### src/rtl/vram_shadow.sv
// vram_shadow: video BRAM responder for banks 5/7 that snoops CPU screen writes through a FIFO
// and drains them only in cycles that video fetches leave free.
module vram_shadow #(
  parameter int FIFO_DEPTH = 4,
  parameter int AW = 15
) (
  input  logic          clk_sys,
  input  logic          reset_n,
  input  logic          ce_7mn,
  input  logic [AW-1:0] vram_addr,
  output logic [7:0]    vram_dout,
  input  logic [15:0]   addr,
  input  logic [7:0]    din,
  input  logic          nMREQ,
  input  logic          nWR,
  input  logic          m128,
  input  logic [2:0]    page_ram,
  output logic [AW-1:0] mem_addr,
  output logic [7:0]    mem_wdata,
  output logic          mem_we,
  input  logic [7:0]    mem_rdata,
  output logic          wr_overflow
);
  localparam int PW = $clog2(FIFO_DEPTH);
  localparam int EW = AW + 8;
  typedef enum logic [1:0] {IDLE, VREAD, VCAP, WRITE} state_t;
  state_t        state_q, state_d;
  logic          req_q, req_d;
  logic          wstb, wstb_q;
  logic [EW-1:0] fifo_q [FIFO_DEPTH];
  logic [EW-1:0] fifo_d [FIFO_DEPTH];
  logic [PW-1:0] wr_ptr_q, wr_ptr_d, rd_ptr_q, rd_ptr_d;
  logic [PW:0]   cnt_q, cnt_d;
  logic [7:0]    dout_q, dout_d, wdata_q, wdata_d;
  logic [AW-1:0] maddr_q, maddr_d;
  logic          we_q, we_d, ovf_q, ovf_d;
  logic          hit, bank7, push, push_ok, pop, full, go_read;
  logic [EW-1:0] head;
  assign wstb    = ~nMREQ & ~nWR;
  assign bank7   = (addr[15:14] == 2'b11) & (page_ram == 3'd7);
  assign hit     = (addr[15:14] == 2'b01) |
                   ((addr[15:14] == 2'b11) & m128 & ((page_ram == 3'd5) | (page_ram == 3'd7)));
  assign push    = wstb & ~wstb_q & hit;
  assign full    = cnt_q == (PW+1)'(FIFO_DEPTH);
  // A ce_7mn pulse in IDLE blocks the drain so the read it raises next cycle goes first.
  assign pop     = (state_q == IDLE) & ~req_q & ~ce_7mn & (cnt_q != '0);
  assign push_ok = push & (~full | pop);
  assign go_read = (state_q == IDLE) & req_q;
  assign head    = fifo_q[rd_ptr_q];
  always_comb begin
    fifo_d = fifo_q;
    if (push_ok) fifo_d[wr_ptr_q] = {AW'({bank7, addr[13:0]}), din};
    wr_ptr_d = push_ok ? wr_ptr_q + 1'b1 : wr_ptr_q;
    rd_ptr_d = pop ? rd_ptr_q + 1'b1 : rd_ptr_q;
    cnt_d    = cnt_q + (PW+1)'(push_ok) - (PW+1)'(pop);
    ovf_d    = ovf_q | (push & ~push_ok);
    req_d    = ce_7mn | (req_q & (state_q != VCAP));
    dout_d   = (state_q == VCAP) ? mem_rdata : dout_q;
    we_d     = pop;
    maddr_d  = pop ? head[EW-1:8] : go_read ? vram_addr : maddr_q;
    wdata_d  = pop ? head[7:0] : wdata_q;
    state_d  = (state_q == VREAD) ? VCAP :
               (state_q != IDLE)  ? IDLE :
               req_q              ? VREAD :
               pop                ? WRITE : IDLE;
  end
  always_ff @(posedge clk_sys) begin
    if (!reset_n) begin
      state_q  <= IDLE;
      req_q    <= 1'b0;
      wstb_q   <= 1'b0;
      wr_ptr_q <= '0;
      rd_ptr_q <= '0;
      cnt_q    <= '0;
      dout_q   <= 8'hFF;
      maddr_q  <= '0;
      wdata_q  <= '0;
      we_q     <= 1'b0;
      ovf_q    <= 1'b0;
    end else begin
      state_q  <= state_d;
      req_q    <= req_d;
      wstb_q   <= wstb;
      wr_ptr_q <= wr_ptr_d;
      rd_ptr_q <= rd_ptr_d;
      cnt_q    <= cnt_d;
      dout_q   <= dout_d;
      maddr_q  <= maddr_d;
      wdata_q  <= wdata_d;
      we_q     <= we_d;
      ovf_q    <= ovf_d;
    end
    fifo_q <= fifo_d;
  end
  assign vram_dout   = dout_q;
  assign mem_addr    = maddr_q;
  assign mem_wdata   = wdata_q;
  assign mem_we      = we_q;
  assign wr_overflow = ovf_q;
endmodule

### config.mk
export PLATFORM = sky130hd
export DESIGN_NAME = vram_shadow
export DESIGN_NICKNAME = d
export VERILOG_FILES = /design/src/rtl/vram_shadow.sv
export SDC_FILE = /design/constraint.sdc
export NUM_CORES = 1
export LEC_CHECK = 0
export ABC_AREA = 1
export CORE_MARGIN = 10
export CORE_UTILIZATION = 45
export DETAILED_ROUTE_END_ITERATION = 12
export PLACE_DENSITY = 0.69
export SLEW_MARGIN = 10
export SYNTH_ARGS = -nofsm -noshare
export SYNTH_HDL_FRONTEND = slang
export SYNTH_SLANG_ARGS = --single-unit
### constraint.sdc
create_clock -name clk_sys -period 6.5 [get_ports clk_sys]
set_input_delay 0.975 -clock clk_sys [delete_from_list [all_inputs] [get_ports clk_sys]]
set_output_delay 0.975 -clock clk_sys [all_outputs]
set_load 0.03 [all_outputs]
==> metrics <==
status=finished, final reports clean; first-pass GRT wire length=roughly 21 mm; Top FF cell, synth=edfxtp_1; Clock transition at path regs=60 ps; Synthesized Nets=roughly 700; DRT Pass-1 Iters=5; r2r setup slk=slightly below 4000 ps; Crit path required time=about 6900 ps; routed vias/inst=4.73; clock latency on the worst-skew pair=around 420 ps; Logic pwr share=0.233; largest net degree at the start of global routing=50; fmax=around 320 MHz; P_sw=a little under 0.0008 W; die span in x=134 um; final hold violation count=0; clock tree from TritonCTS=yes; dpl ws=2910 ps; Antenna Cells=0; Placement Rows=~40; max_cap viols=0; Starting DRT DRC Count=approximately 290; crit path time final=between 3000 and 4000 ps; CP Capture Type=flop; Min-Delay Path Class=reg -> reg; Met2 Wirelength=around 6.2 mm; routed len/inst=14.2 um; crit start category=primary input; root buffer cell=clkbuf_16; Num CTS Buffers=17; Yosys cell types=22; post-route cell area=between 7000 and 8000 um^2; Seq/Total Area, Yosys=0.628; Syn Std Cell Area=approximately 5800 um^2; layout cells sized above 1=0.0694; Met1 Wirelength=~5.5 mm; area of the multi-input gates=about 1600 um^2; full die area=about 18000 um^2; worst reg2reg endpoint=mem_addr[11]; total grt overflow=0; PostCTS Resize Cnt=0; WHS Path Cells=2; core box area=12600 um^2; RSZ-0062 raised after global routing=no; EDFF count, synth=between 90 and 100; Cells after Synth=622; Clock Skews=roughly 6.2 ps; Cell Count, Final, Fillers Out=just under 900; share of the synthesized area in the top cell type=0.476; final setup fails=0; CTS Hold Buffers Added=0; routability cong.=~0.79; routed length on met3=731 um; setup bufs post-CTS=0; Power Internal=0.00191 W; reg2reg path depth=7; Reg-to-Reg Start=rd_ptr_q[1]; sequential share of power=0.386; slew margin rel.=0.242; Yosys reg bits=136; Final ANT Viol Nets=0; initial antenna violation count=0; number of nets in the layout=770; Setup WS post-layout=between 3000 and 4000 ps; setup TNS=0 ps; vias in the first global route=~4.3k; post-synth top area cell=edfxtp_1; Post-synth top cells=nand2_1, inv_1, edfxtp_1; TritonCTS sink count=~140; Slew Viols, Final=0; Die Ht=roughly 130 um; WL final=12.7 mm; sw frac=0.288; synth warn=0; clock share of power=0.381; Tot GR Track Use=0.147; Top Ports=between 80 and 90; DR vias=4223; asr flop ratio synth=0; most frequent cell after synthesis=nand2_1; Arr. time, crit path=around 3500 ps; Synth area leaders=edfxtp_1, dfxtp_1, nand2_1, inv_1, nor2_1; top routing layer in use=met4; initial core utilization=0.460; # port buffers=88; Hold Crit Endpoint=vram_dout[1]; storage element area=around 3600 um^2; Fill cells=between 1k and 1.5k; hold path startpoint=vram_dout[1]; mean post-synth cell area=9.33 um^2; worst slew pin tran=1140 ps; power per cell area=approximately 360 nW/um^2; period utilisation layout=0.485; cell count after placement=860; DP Area=approximately 6800 um^2; H-tree Lvls=4; DRC viols=0; crit-path max FO=25; WS Path Type=in -> reg; dpl hpwl=between 8 and 9 mm; Max clock buf depth=2; VDD IR-drop max=163 uV; Area growth syn-to-layout=28.0%; Leak=between 3 and 4 nW; worst hold slack=453 ps
## how the worst max path moves through the flow
| stage | slack (ps) | endpoint | start |
|---|---|---|---|
| global route | 3150 | cnt_q[2] | ce_7mn |
| finish | 3350 | cnt_q[2] | ce_7mn |
| global placement | 2970 | cnt_q[2] | ce_7mn |
| CTS | 3340 | cnt_q[2] | ce_7mn |
| detailed placement | 2910 | cnt_q[2] | ce_7mn |
| floorplan | 3620 | fifo_q[0] | ce_7mn |
## registers in the layout (all words and copies together) (netlist names), 2 cells and up
name / cells
cnt_q: 3
fifo_q: 92
mem_addr: 15
mem_wdata: 8
rd_ptr_q: 2
state_q: 2
vram_dout: 8
wr_ptr_q: 2
## critical path: stages
cell,delay (ps)
clkdlybuf4s50_1,440
nor2_2,190
nand2_2,100
nor2_4,460
ha_1,340
inv_1,60
ha_1,120
inv_1,40
fa_1,370
xnor2_1,180
o21ai_0,100
a21oi_1,120
## power groups by stage
stage	clock network, W	logic, W	registers [W]
floorplan	0	0.000323	0.00116
global placement	0	0.000619	0.00105
detailed placement	0	0.000631	0.00105
CTS	0.00104	0.000634	0.00104
global route	0.00108	0.000704	0.00105
finish	0.00102	0.000627	0.00104
## cell usage in the layout (no fill, tap or decap)
| cell type | synthesis | final |
|---|---|---|
| nor2_1 | 80 | 76 |
| inv_1 | 94 | 94 |
| ha_1 | 6 | 6 |
| a21oi_1 | 8 | 8 |
| buf_4 | 6 | 6 |
| dfxtp_1 | 44 | 44 |
| fa_1 | 1 | 1 |
| nand3_1 | 43 | 43 |
| clkdlybuf4s50_1 | 0 | 88 |
| nand2_2 | 1 | 1 |
| clkinv_4 | 0 | 1 |
| nand2_1 | 157 | 157 |
| bufinv_16 | 0 | 5 |
| inv_2 | 3 | 3 |
| o21ai_0 | 30 | 30 |
| xnor2_1 | 1 | 1 |
| o21ai_1 | 12 | 12 |
| clkbuf_16 | 0 | 17 |
| clkinvlp_4 | 0 | 3 |
| nor2_2 | 4 | 8 |
| clkinv_1 | 0 | 3 |
| nor2_4 | 2 | 2 |
| nand3b_1 | 15 | 15 |
| edfxtp_1 | 92 | 92 |
| clkinv_2 | 0 | 3 |
| nand3_2 | 1 | 1 |
## layout make-up
type | count | share of cell area
Sequential cell | 136 | 0.491
Clock inverter | 15 | 0.0280
Inverter | 97 | 0.0490
Clock buffer | 17 | 0.0573
Tap cell | 172 | 0.0290
Timing Repair Buffer | 94 | 0.125
Multi-Input combinational cell | 361 | 0.222
## logic make-up after synthesis
logic type      count (synthesis)  synth area share
simple gates                  303             0.221
compound gates                 50            0.0431
xor+xnor                        1           0.00151
fa+ha+maj                       7            0.0164
buf+inv                       125            0.0899
flops                         136             0.628
## metal layers
metal | vias up | track usage
met2 | 119 | 0.244
met1 | 1947 | 0.175
met3 | 20 | 0.0387
met5 | - | 0
li1 | 2137 | -
met4 | 0 | 0.0659
## per-stage QoR
stage,util,total power [W]
finish,0.589,0.00269
CTS,0.589,0.00271
global placement,0.538,0.00167
detailed placement,0.538,0.00169
global route,0.589,0.00283
floorplan,-,0.00148
(Power assumes the default switching activity.)
